### config.mk
export PLATFORM = sky130hd
export DESIGN_NAME = wbm_cmd_master
export DESIGN_NICKNAME = d
export VERILOG_FILES = /design/src/rtl/wbm_cmd_master.sv
export SDC_FILE = /design/constraint.sdc
export NUM_CORES = 1
export LEC_CHECK = 0
export CORE_ASPECT_RATIO = 1.4
export CORE_UTILIZATION = 42
export CTS_CLUSTER_SIZE = 12
export DETAILED_ROUTE_END_ITERATION = 10
export PLACE_DENSITY = 0.85
export SETUP_SLACK_MARGIN = 0.5
export SLEW_MARGIN = 10
export SYNTH_ARGS = -nofsm -noshare
export SYNTH_HDL_FRONTEND = slang
export SYNTH_SLANG_ARGS = --single-unit
### constraint.sdc
create_clock -name wb_clk_i -period 3.5 [get_ports wb_clk_i]
set_input_delay 0.7 -clock wb_clk_i [delete_from_list [all_inputs] [get_ports wb_clk_i]]
set_output_delay 0.7 -clock wb_clk_i [all_outputs]
set_load 0.01 [all_outputs]
### src/rtl/wbm_cmd_master.sv
// Single-outstanding Wishbone classic master: turns one command handshake into one
// bus transfer and reports completion, bus error or timeout as a one-cycle response.
module wbm_cmd_master #(
   parameter int BUS_DATA_WIDTH = 32,
   parameter int BUS_ADDR_WIDTH = 8,
   parameter int TIMEOUT_CYCLES = 255
) (
   input  logic                        wb_clk_i,
   input  logic                        wb_rst_i,

   input  logic                        cmd_valid_i,
   output logic                        cmd_ready_o,
   input  logic                        cmd_we_i,
   input  logic [BUS_ADDR_WIDTH-1:0]   cmd_adr_i,
   input  logic [BUS_DATA_WIDTH-1:0]   cmd_dat_i,
   input  logic [BUS_DATA_WIDTH/8-1:0] cmd_sel_i,

   output logic                        rsp_valid_o,
   output logic [BUS_DATA_WIDTH-1:0]   rsp_dat_o,
   output logic                        rsp_err_o,
   output logic                        rsp_timeout_o,

   output logic                        wbm_cyc_o,
   output logic                        wbm_stb_o,
   output logic                        wbm_we_o,
   output logic [BUS_ADDR_WIDTH-1:0]   wbm_adr_o,
   output logic [BUS_DATA_WIDTH-1:0]   wbm_dat_o,
   output logic [BUS_DATA_WIDTH/8-1:0] wbm_sel_o,
   input  logic [BUS_DATA_WIDTH-1:0]   wbm_dat_i,
   input  logic                        wbm_ack_i,
   input  logic                        wbm_err_i
);

   localparam int SEL_W = BUS_DATA_WIDTH / 8;
   localparam int CNT_W = (TIMEOUT_CYCLES > 1) ? $clog2(TIMEOUT_CYCLES + 1) : 1;
   // Counter holds the number of silent BUS cycles already elapsed, so the limit
   // is hit while the counter still reads one less than TIMEOUT_CYCLES.
   localparam logic [CNT_W-1:0] CNT_LAST =
      (TIMEOUT_CYCLES > 0) ? CNT_W'(TIMEOUT_CYCLES - 1) : '0;

   typedef enum logic [1:0] {
      ST_IDLE,
      ST_BUS,
      ST_RECOVER
   } state_e;

   state_e                    state_q, state_d;
   logic                      cmd_ready_q, cmd_ready_d;
   logic                      cyc_q, cyc_d;
   logic                      we_q, we_d;
   logic [BUS_ADDR_WIDTH-1:0] adr_q, adr_d;
   logic [BUS_DATA_WIDTH-1:0] dat_q, dat_d;
   logic [SEL_W-1:0]          sel_q, sel_d;
   logic                      rsp_valid_q, rsp_valid_d;
   logic [BUS_DATA_WIDTH-1:0] rsp_dat_q, rsp_dat_d;
   logic                      rsp_err_q, rsp_err_d;
   logic                      rsp_timeout_q, rsp_timeout_d;
   logic [CNT_W-1:0]          tmo_cnt_q, tmo_cnt_d;

   logic                      bus_done;
   logic                      tmo_hit;

   // Read data is only returned for a clean read ack; writes and errors report zero.
   function automatic logic [BUS_DATA_WIDTH-1:0] rsp_data(
      input logic                      we,
      input logic                      ack,
      input logic                      err,
      input logic [BUS_DATA_WIDTH-1:0] rdata
   );
      return (ack && !err && !we) ? rdata : '0;
   endfunction

   assign bus_done = wbm_ack_i | wbm_err_i;
   assign tmo_hit  = (TIMEOUT_CYCLES != 0) && (tmo_cnt_q == CNT_LAST);

   always_comb begin
      state_d       = state_q;
      cmd_ready_d   = 1'b0;
      cyc_d         = cyc_q;
      we_d          = we_q;
      adr_d         = adr_q;
      dat_d         = dat_q;
      sel_d         = sel_q;
      rsp_valid_d   = 1'b0;
      rsp_dat_d     = '0;
      rsp_err_d     = 1'b0;
      rsp_timeout_d = 1'b0;
      tmo_cnt_d     = tmo_cnt_q;

      unique case (state_q)
         ST_IDLE: begin
            cmd_ready_d = 1'b1;
            if (cmd_valid_i && cmd_ready_q) begin
               state_d     = ST_BUS;
               cmd_ready_d = 1'b0;
               cyc_d       = 1'b1;
               we_d        = cmd_we_i;
               adr_d       = cmd_adr_i;
               dat_d       = cmd_dat_i;
               sel_d       = cmd_sel_i;
               tmo_cnt_d   = '0;
            end
         end

         ST_BUS: begin
            if (bus_done) begin
               state_d     = ST_RECOVER;
               cyc_d       = 1'b0;
               rsp_valid_d = 1'b1;
               rsp_err_d   = wbm_err_i;
               rsp_dat_d   = rsp_data(we_q, wbm_ack_i, wbm_err_i, wbm_dat_i);
            end else if (tmo_hit) begin
               state_d       = ST_RECOVER;
               cyc_d         = 1'b0;
               rsp_valid_d   = 1'b1;
               rsp_err_d     = 1'b1;
               rsp_timeout_d = 1'b1;
            end else if (TIMEOUT_CYCLES != 0) begin
               tmo_cnt_d = tmo_cnt_q + 1'b1;
            end
         end

         ST_RECOVER: begin
            // A slave may still be holding ack/err from the finished transfer.
            if (!bus_done) begin
               state_d     = ST_IDLE;
               cmd_ready_d = 1'b1;
            end
         end

         default: begin
            state_d = ST_IDLE;
            cyc_d   = 1'b0;
         end
      endcase
   end

   always_ff @(posedge wb_clk_i) begin
      if (wb_rst_i) begin
         state_q       <= ST_IDLE;
         cmd_ready_q   <= 1'b0;
         cyc_q         <= 1'b0;
         we_q          <= 1'b0;
         adr_q         <= '0;
         dat_q         <= '0;
         sel_q         <= '0;
         rsp_valid_q   <= 1'b0;
         rsp_dat_q     <= '0;
         rsp_err_q     <= 1'b0;
         rsp_timeout_q <= 1'b0;
         tmo_cnt_q     <= '0;
      end else begin
         state_q       <= state_d;
         cmd_ready_q   <= cmd_ready_d;
         cyc_q         <= cyc_d;
         we_q          <= we_d;
         adr_q         <= adr_d;
         dat_q         <= dat_d;
         sel_q         <= sel_d;
         rsp_valid_q   <= rsp_valid_d;
         rsp_dat_q     <= rsp_dat_d;
         rsp_err_q     <= rsp_err_d;
         rsp_timeout_q <= rsp_timeout_d;
         tmo_cnt_q     <= tmo_cnt_d;
      end
   end

   assign cmd_ready_o   = cmd_ready_q;
   assign wbm_cyc_o     = cyc_q;
   assign wbm_stb_o     = cyc_q;
   assign wbm_we_o      = we_q;
   assign wbm_adr_o     = adr_q;
   assign wbm_dat_o     = dat_q;
   assign wbm_sel_o     = sel_q;
   assign rsp_valid_o   = rsp_valid_q;
   assign rsp_dat_o     = rsp_dat_q;
   assign rsp_err_o     = rsp_err_q;
   assign rsp_timeout_o = rsp_timeout_q;

endmodule

==> summary.md <==
| Metric | Value |
|---|---|
| Power per Cell Area | `397 nW/um^2` |
| Horiz. Die Dim | `75.3 um` |
| Switch Pwr | `0.498 mW` |
| CP Capture Type | `register` |
| Sw Share | `24.9%` |
| Total design power | `2.00 mW` |
| Final clock skew | `0.0136 ns` |
| Vias in the first global route | `2804` |
| Most common cell after layout, fill and taps aside | `clkdlybuf4s50_1` |
| Die area | `7870 um^2` |
| RSZ-0062 raised after global routing | `false` |
| Port Buffers | `164` |
| Worst-path clk slew | `0.09 ns` |
| CTS H-tree lvls | `3` |
| Pleak | `1.81 nW` |
| Diodes inserted | `0` |
| Post-synth cell types | `41` |
| Fmax | `447 MHz` |
| Initial DRC Count | `200` |
| Clk_lat worst skew | `0.35 ns` |
| GRT Overall Usage | `21.9%` |
| Post-route ant nets | `0` |
| Combinational family with the most area after synthesis | `simple AND/OR/NAND/NOR gates` |
| Routed len/inst | `14.0 um` |
| DRC | `0` |
| Status | `completed` |
| CTS sink count | `92` |
| Post-Synth Simple-Gate Area | `24.7%` |
| CTS root buffer | `clkbuf_8` |
| Share of cells above drive strength 1 | `6.48%` |
| Syn_nets | `431` |
| Warnings from Yosys | `0` |
| Complex-gate fraction of the synthesized area | `12.8%` |
| Syn Inst Count | `347` |
| Peak supply drop | `0.317 mV` |
| EDFF count, synth | `0` |
| Placed Instance Area | `4870 um^2` |
| Sequential power share | `54.9%` |
| Critical path type | `in -> reg` |
| Seq cells post-synth | `92` |
| Post-route cell area | `5050 um^2` |
| Critical path data arrival time | `2.51 ns` |
| Nets | `588` |
| Post-CTS sizing | `0` |
| Top FF cell, synth | `dfxtp_1` |
| Final-report max-slew violation count | `0` |
| Router iterations before antenna repair | `4` |
| Hold slack | `0.455 ns` |
| Worst-Margin Slew | `0.678 ns` |
| Post-CTS setup buffer count | `0` |
| HP Class | `reg -> reg` |
| Area Overhead vs Synth | `59.9%` |
| Global-route wire length before repair | `13200 um` |
| Area share of the largest cell type after synthesis | `58.3%` |
| Routed WL | `8500 um` |
| Ports | `165` |
| Final Hold Viols | `0` |
| Initial antenna violation count | `0` |
| Biggest area consumer among synthesized cells | `dfxtp_1` |
| Vias per cell | `4.81` |
| TritonCTS clock tree | `yes` |
| Pin count of the biggest net entering global routing | `56` |
| Setup_tns | `0 ns` |
| Initial core utilization | `43.2%` |
| Post-Synth Adder-Cell Area | `0.792%` |
| Post-synthesis mux area share | `0%` |
| Async SR Flop Fraction | `0%` |
| Vias post-DR | `2917` |
| Max Cap Viol | `0` |
| Total CTS buffers | `9` |
| Placed wire-length estimate | `6400 um` |
| Core ar. | `7310 um^2` |
| Maximum fanout along the worst path | `25` |
| Fillcell total | `639` |
| Min Tclk post-route | `2.24 ns` |
| Comb power frac | `13.6%` |
| Num rows | `37` |
| Final Wtd Congestion | `0.856` |
| Startpoint types | `primary input` |
| Clock Tree Buf Depth | `2` |
| Commonest non-fill, non-tap cells in the layout | `clkdlybuf4s50_1 (163), nand2_1 (97), dfxtp_1 (92)` |
| Final Setup Violations | `0` |
| Part of the power in the clock network | `31.5%` |
| Cell area after synthesis | `3160 um^2` |
| Congestion Overflow GR | `0` |
| Area contributors post-synth | `dfxtp_1 (58%), nand2_1 (12%), a21oi_1 (7.9%), and2_1 (6.3%), clkbuf_1 (2.0%)` |
| Slew HR | `54.6%` |
| Fin crit share | `63.9%` |
| Die Y-Extent | `105 um` |
| Worst path required time | `3.77 ns` |
| XOR/XNOR Fraction of Synth Area | `0%` |
| Avg Synthesized Cell Area | `9.10 um^2` |
| Cts hold-fix bufs | `0` |
| Seq/Total Area, Yosys | `58.3%` |
| P_int | `1.50 mW` |
final timing paths:
kind                       from            end  slack [ns]  cells after the start
setup / recovery    cmd_valid_i   tmo_cnt_q[7]        1.26                      5
setup reg to reg     state_q[0]  rsp_dat_o[11]        1.27                      5
hold / removal    wbm_dat_o[17]  wbm_dat_o[17]        0.46                      2
hold reg to reg   wbm_dat_o[17]  wbm_dat_o[17]        0.46                      2
flip-flops by register name, summed over array words and instances (netlist names):
signal and cells:
rsp_valid_o 1, rsp_timeout_o 1, cmd_ready_o 1, wbm_dat_o 32, wbm_we_o 1, wbm_adr_o 8, rsp_dat_o 32, state_q 2
rsp_err_o 1, wbm_cyc_o 1, tmo_cnt_q 8, wbm_sel_o 4
logic make-up (layout without fill, tap and decap cells):
family,count (synthesis),count (layout)
adders and majority gates,2,2
DFF,92,92
and+or+nand+nor,159,159
AOI/OAI and AO/OA,70,70
buffers and inverters,24,186
per-stage QoR:
stage / setup WS (ns) / util (%) / cells
finish: 1.26 / 69.0 / 606
global route: 1.08 / 69.0 / 606
CTS: 1.24 / 69.0 / 606
detailed placement: 0.899 / 66.6 / 590
global placement: 0.918 / 66.6 / 590
floorplan: 1.67 / - / 347
worst max-delay path, stage by stage:
cell,delay (ns)
clkdlybuf4s50_1,0.50
nand4bb_2,0.55
a211o_1,0.46
o31a_1,0.23
o21ai_0,0.06
final cells by class:
cell class	instances	area, um^2	share of cell area [%]
flip-flops and latches	92	1840	36.5
well taps	97	121	2.40
repair buffers	168	1680	33.3
inverters	2	7.51	0.149
clock inverters	7	52.6	1.04
multi-input cells	231	1220	24.2
clock buffers	9	124	2.45
power groups by stage:
stage	clock, mW	combinational, mW	sequential, mW
2_1_floorplan	0	0.0815	1.14
3_3_place_gp	0	0.268	1.12
3_5_place_dp	0	0.273	1.12
4_1_cts	0.651	0.274	1.10
5_1_grt	0.695	0.294	1.10
6_report	0.631	0.272	1.10
synth_stat cells, drive strengths merged (2+ instances only):
| cell type | instances |
|---|---|
| nand2 | 98 |
| dfxtp | 92 |
| a21oi | 50 |
| and2 | 32 |
| clkbuf | 19 |
| nand3 | 6 |
| nor2 | 6 |
| a31oi | 4 |
| buf | 3 |
| nor3 | 3 |
| o21ai | 3 |
| and3 | 2 |
| ha | 2 |
| inv | 2 |
| nand4 | 2 |
| nand4bb | 2 |
| nor4b | 2 |
| o211ai | 2 |
| or2 | 2 |
per-layer routing:
| metal | track usage, % | up-vias | routed length, um |
|---|---|---|---|
| li1 | - | 1456 | - |
| met1 | 23.3 | 1365 | 3170 |
| met2 | 40.5 | 83 | 4780 |
| met3 | 4.53 | 13 | 381 |
| met4 | 8.20 | 0 | 171 |
| met5 | 0 | - | 0 |
Power figures use the tool's default switching activity.
